===== config.mk =====
export PLATFORM = sky130hd
export DESIGN_NAME = axi_rd_arb_n
export DESIGN_NICKNAME = d
export VERILOG_FILES = /design/src/rtl/axi_rd_arb_n.sv
export SDC_FILE = /design/constraint.sdc
export NUM_CORES = 1
export LEC_CHECK = 0
export ABC_CLOCK_PERIOD_IN_PS = 2100
export CELL_PAD_IN_SITES_DETAIL_PLACEMENT = 1
export CELL_PAD_IN_SITES_GLOBAL_PLACEMENT = 1
export CORE_AREA = 2 2 147 149
export DETAILED_ROUTE_END_ITERATION = 8
export DIE_AREA = 0 0 149 151
export PLACE_DENSITY_LB_ADDON = 0.1
export RECOVER_POWER = 100
export SYNTH_ARGS = -nofsm -noshare
export SYNTH_HDL_FRONTEND = slang
export SYNTH_SLANG_ARGS = --single-unit

===== constraint.sdc =====
create_clock -name clock -period 2.1 [get_ports clock]
set_clock_uncertainty 0.1 [all_clocks]
set_input_delay 0.42 -clock clock [delete_from_list [all_inputs] [get_ports clock]]
set_output_delay 0.42 -clock clock [all_outputs]
set_load 0.01 [all_outputs]

===== src/rtl/axi_rd_arb_n.sv =====
// axi_rd_arb_n: N-master AXI read arbiter that owns one AR plus its full R burst at a time
// Ports: clock/reset (sync, active-high); s_ar*/s_r* are per-master flattened slices, slot i at [i*W +: W];
//        m_ar*/m_r* is the single downstream read port; grant is the registered one-hot owner; busy is high outside IDLE.
module axi_rd_arb_n #(
  parameter int N_MST  = 3,
  parameter int ADDR_W = 32,
  parameter int DATA_W = 32,
  parameter int ID_W   = 4,
  parameter int RR     = 0
) (
  input  logic                    clock,
  input  logic                    reset,
  input  logic [N_MST-1:0]        s_arvalid,
  output logic [N_MST-1:0]        s_arready,
  input  logic [N_MST*ADDR_W-1:0] s_araddr,
  input  logic [N_MST*ID_W-1:0]   s_arid,
  input  logic [N_MST*8-1:0]      s_arlen,
  input  logic [N_MST*3-1:0]      s_arsize,
  input  logic [N_MST*2-1:0]      s_arburst,
  output logic [N_MST-1:0]        s_rvalid,
  output logic [N_MST-1:0]        s_rlast,
  input  logic [N_MST-1:0]        s_rready,
  output logic [N_MST*DATA_W-1:0] s_rdata,
  output logic [N_MST*2-1:0]      s_rresp,
  output logic [N_MST*ID_W-1:0]   s_rid,
  output logic                    m_arvalid,
  output logic [ADDR_W-1:0]       m_araddr,
  output logic [ID_W-1:0]         m_arid,
  output logic [7:0]              m_arlen,
  output logic [2:0]              m_arsize,
  output logic [1:0]              m_arburst,
  output logic                    m_rready,
  input  logic                    m_arready,
  input  logic                    m_rvalid,
  input  logic [DATA_W-1:0]       m_rdata,
  input  logic [1:0]              m_rresp,
  input  logic                    m_rlast,
  input  logic [ID_W-1:0]         m_rid,
  output logic [N_MST-1:0]        grant,
  output logic                    busy
);
  localparam int PW = $clog2(N_MST);
  typedef enum logic [1:0] {IDLE, ADDR, DATA} state_t;
  state_t state_q, state_d;
  logic [N_MST-1:0] grant_q, grant_d, win;
  logic [PW-1:0] ptr_q, ptr_d, win_nxt;
  logic found, a_st, d_st;
  // Search begins at ptr in round-robin mode, at slot 0 in fixed mode, wrapping modulo N_MST.
  always_comb begin : arb
    int j;
    j = 0;
    win = '0;
    win_nxt = '0;
    found = 1'b0;
    for (int k = 0; k < N_MST; k++) begin
      j = (RR != 0 ? int'(ptr_q) : 0) + k;
      j = j >= N_MST ? j - N_MST : j;
      if (!found && s_arvalid[j]) begin
        found = 1'b1;
        win[j] = 1'b1;
        win_nxt = j == N_MST - 1 ? '0 : PW'(j + 1);
      end
    end
  end
  always_comb begin
    state_d = state_q;
    grant_d = grant_q;
    ptr_d = ptr_q;
    if (state_q == IDLE && found) begin
      state_d = ADDR;
      grant_d = win;
      ptr_d = win_nxt;
    end else if (state_q == ADDR && m_arvalid && m_arready) begin
      state_d = DATA;
    end else if (state_q == DATA && m_rvalid && m_rready && m_rlast) begin
      state_d = IDLE;
      grant_d = '0;
    end
  end
  always_ff @(posedge clock) begin
    if (reset) begin
      state_q <= IDLE;
      grant_q <= '0;
      ptr_q <= '0;
    end else begin
      state_q <= state_d;
      grant_q <= grant_d;
      ptr_q <= ptr_d;
    end
  end
  // Outputs are gated by reset so everything reads 0 in the very cycle reset is high.
  assign a_st = !reset && state_q == ADDR;
  assign d_st = !reset && state_q == DATA;
  assign grant = reset ? '0 : grant_q;
  assign busy = !reset && state_q != IDLE;
  always_comb begin
    m_arvalid = 1'b0;
    m_araddr = '0;
    m_arid = '0;
    m_arlen = '0;
    m_arsize = '0;
    m_arburst = '0;
    m_rready = 1'b0;
    s_arready = '0;
    s_rvalid = '0;
    s_rlast = '0;
    s_rdata = '0;
    s_rresp = '0;
    s_rid = '0;
    for (int i = 0; i < N_MST; i++) begin
      if (a_st && grant_q[i]) begin
        m_arvalid = s_arvalid[i];
        m_araddr = s_araddr[i*ADDR_W +: ADDR_W];
        m_arid = s_arid[i*ID_W +: ID_W];
        m_arlen = s_arlen[i*8 +: 8];
        m_arsize = s_arsize[i*3 +: 3];
        m_arburst = s_arburst[i*2 +: 2];
        s_arready[i] = m_arready;
      end
      if (d_st && grant_q[i]) begin
        m_rready = s_rready[i];
        s_rvalid[i] = m_rvalid;
        s_rlast[i] = m_rlast;
        s_rdata[i*DATA_W +: DATA_W] = m_rdata;
        s_rresp[i*2 +: 2] = m_rresp;
        s_rid[i*ID_W +: ID_W] = m_rid;
      end
    end
  end
endmodule


==> flow_summary_export.csv <==
group,metric,value,unit
sta,hold_viol,0,
logic_synthesis,synth_top_cell_area_share,33.2,%
sta,setup_slack,-0.212,ns
sta,final_period_minus_worst_setup_slack,2.31,ns
place,io_buffer_count,373,
clock_tree,htree_levels,1,
place,hpwl,14600,um
clock_tree,cts_buffer_depth,2,
final_layout,final_area,8730,sq um
pwr,vdd_drop_max,0.000153,V
final_layout,syn_to_final_growth,296,%
route,wl,23900,um
logic_synthesis,yosys.area.top_type,"and2_1",
worst_setup_path,cp_data_arrival_time,1.79,ns
sta,whs,0.486,ns
route,wire_per_inst,21.7,um
clock_tree,insertion_delay,0.23,ns
worst_setup_path,crit_chain,"buf_6 > and4bb_4 > buf_6 > buf_12 > buf_12 > buf_12 > nand2_2 > o21ai_1 > buf_2",
route,num_vias,4597,
worst_setup_path,regToRegSetupSlack,0.20,ns
global_route,grt_use_total,19.2,%
floorplan,io_pins,374,
clock_tree,cts_tree,"done",
place,gp_congestion,0.789,
sta,finalSetupViolCount,152,
final_layout,final_common_cell,"clkdlybuf4s50_1",
logic_synthesis,synth_cell_type_count,32,
logic_synthesis,yosys_warnings,0,
logic_synthesis,yosysSeqAreaShare,4.55,%
worst_setup_path,path_class,"reg2out",
final_layout,fillCellCount,2374,
sta,maxSlewViolCount,0,
global_route,grt_start_max_net_pins,14,
place,dpl-instance-area,6450,sq um
route,vias_per_cell,4.18,
worst_setup_path,cp-start-kind,"flop",
floorplan,die_h,151,um
floorplan,dieArea,22500,sq um
final_layout,layout_common_cells,"194 x clkdlybuf4s50_1, 144 x buf_6, 114 x and2_4",
global_route,grt_antenna_before_repair,1,
logic_synthesis,ys_seq_elements,5,
pwr,power.leakage,3.76,nW
logic_synthesis,syn_area_per_cell,6.20,sq um
floorplan,core_area,20800,sq um
worst_setup_path,path_max_fanout,6,
worst_setup_path,end_kind,"output port",
sta,period_share,110,%
floorplan,num_rows,53,
status,status,"finished with violations",
route,postRouteAntennaNets,0,
flow_run,cap_viol_max_count,0,
worst_setup_path,cp_slowest_cell,"dfxtp_4",
worst_setup_path,critPathMaxStageDelay,0.35,ns
clock_tree,cts_buffers,3,
place,pre_cts_slack,-0.916,ns
clock_tree,clk_pin_slew,0.03,ns
final_layout,fin_nets,1021,
sta,timing.fmax,0.433,GHz
global_route,grt_pass1_vias,4858,
logic_synthesis,syn_inst,355,
route,drtIter0Drc,97,
logic_synthesis,synth.area.top_cells,"and2_1 33%, a22oi_1 14%, o21ai_1 11%, nand2_1 8.7%, a22oi_2 5.7%",
worst_hold_path,hold_class,"in2reg",
global_route,gr-total-overflow,0,
final_layout,drive_gt1_share,61.8,%
floorplan,start_util,10.6,%
final_layout,regArea,108,sq um
sta,worstMarginPinSlew,0.451,ns
sta,rsz0062_at_grt,"true",
route,drtPass1Iterations,4,
floorplan,die_width,149,um
worst_setup_path,critPathRequiredTime,1.58,ns
route,drc,0,
status,violations,"negative setup slack",
worst_setup_path,cpMostUsedCell,"buf_12",
pwr,power_density,132,nW/um^2
clock_tree,clock-root-buffer,"clkbuf_16",
final_layout,multiInputGateArea,2500,sq um
logic_synthesis,netlist_area,2200,sq um
sta,max-slew-margin-rel,69.6,%
global_route,grt_pass1_wl,32200,um
clock_tree,cts.sinks,5,
logic_synthesis,synth_fp_nets,551,
-- metal layers --
layer  up-vias  GRT usage, %  wire length, um
li1       2184             -                -
met1      2219          22.1             9280
met2       176          37.5            12800
met3        18          3.40             1430
met4         0          3.05              340
met5         -             0                0
-- cell families (layout without fill, tap and decap cells) --
kind of cell           after synthesis  count (layout)  share of synthesized area [%]
buffers and inverters               41             510                           9.83
other                                0               1                              0
DFF                                  5               5                           4.55
and+or+nand+nor                    200             200                           51.0
AOI/OAI and AO/OA                  109             109                           34.6
-- state kept, by name (all words and copies together), names as in the netlist --
signal,flops
state_q,2
grant_q,3
-- power by group --
group          internal (mW)  leakage (nW)  total [mW]  switching, mW
clock network          0.252        0.0382       0.315         0.0629
logic                  0.491          3.68       0.734          0.244
registers             0.0999        0.0423       0.104        0.00435
total                  0.842          3.76        1.15          0.311
-- critical path: cells and delay by family (launching register included) --
family | cells | cell delay, ns
AND/OR/NAND/NOR | 2 | 0.37
buffers and inverters | 6 | 0.78
flip-flops | 1 | 0.35
AO/OA/AOI/OAI | 1 | 0.07
-- final cells by class --
| cell class | instances | area share (%) |
|---|---|---|
| timing repair buffer | 502 | 65.1 |
| multi-input combinational | 309 | 28.6 |
| clock buffer | 4 | 0.903 |
| sequential | 5 | 1.23 |
| tap | 275 | 3.94 |
| inverter | 4 | 0.201 |
| antenna | 1 | 0.0287 |
-- synthesized netlist by cell type --
master and instances:
and2_1 117, nand2_1 51, o21ai_1 49, a22oi_1 40
clkbuf_1 13, buf_2 12, nor2_1 12, a22oi_2 10
clkbuf_2 5, dfxtp_1 5, buf_4 4, inv_1 4
nand2b_1 4, nor2b_1 4, nand3b_1 3, o21ai_0 3
and4bb_1 2, buf_6 2, nor4_1 2, a211oi_1 1
a211oi_2 1, a221oi_1 1, a221oi_2 1, a41oi_1 1
and4bb_2 1, buf_8 1, nand3_1 1, nand4b_1 1
nor2b_4 1, nor3_1 1, o31ai_1 1, o41ai_2 1
-- through the flow --
stage	total power, mW	setup TNS (ns)	std cells	utilization (%)
final	1.15	-12.26	1100	41.9
after global routing	1.22	-21.97	1100	41.9
after CTS	1.13	-13.29	1089	37.3
after detailed placement	0.730	-129.25	1004	31.0
after global placement	0.721	-127.01	1004	31.0
after floorplan	0.215	0	355	-
-- repair_timing --
action	4_1_cts	5_1_grt
hold buffers	0	0
cloned	32	9
gates resized for setup	823	321
setup buffers	50	15
endpoints found under the setup margin	179	172
pin swaps	35	37
-- path summary, 6_finish.rpt --
kind,from,end,depth (start not counted)
max,state_q[1],m_arsize[2],9
max reg2reg,state_q[0],state_q[0],9
min reg2reg,state_q[1],grant_q[1],4
min,reset,state_q[0],4
No activity file was read; power rests on OpenSTA's default activity.
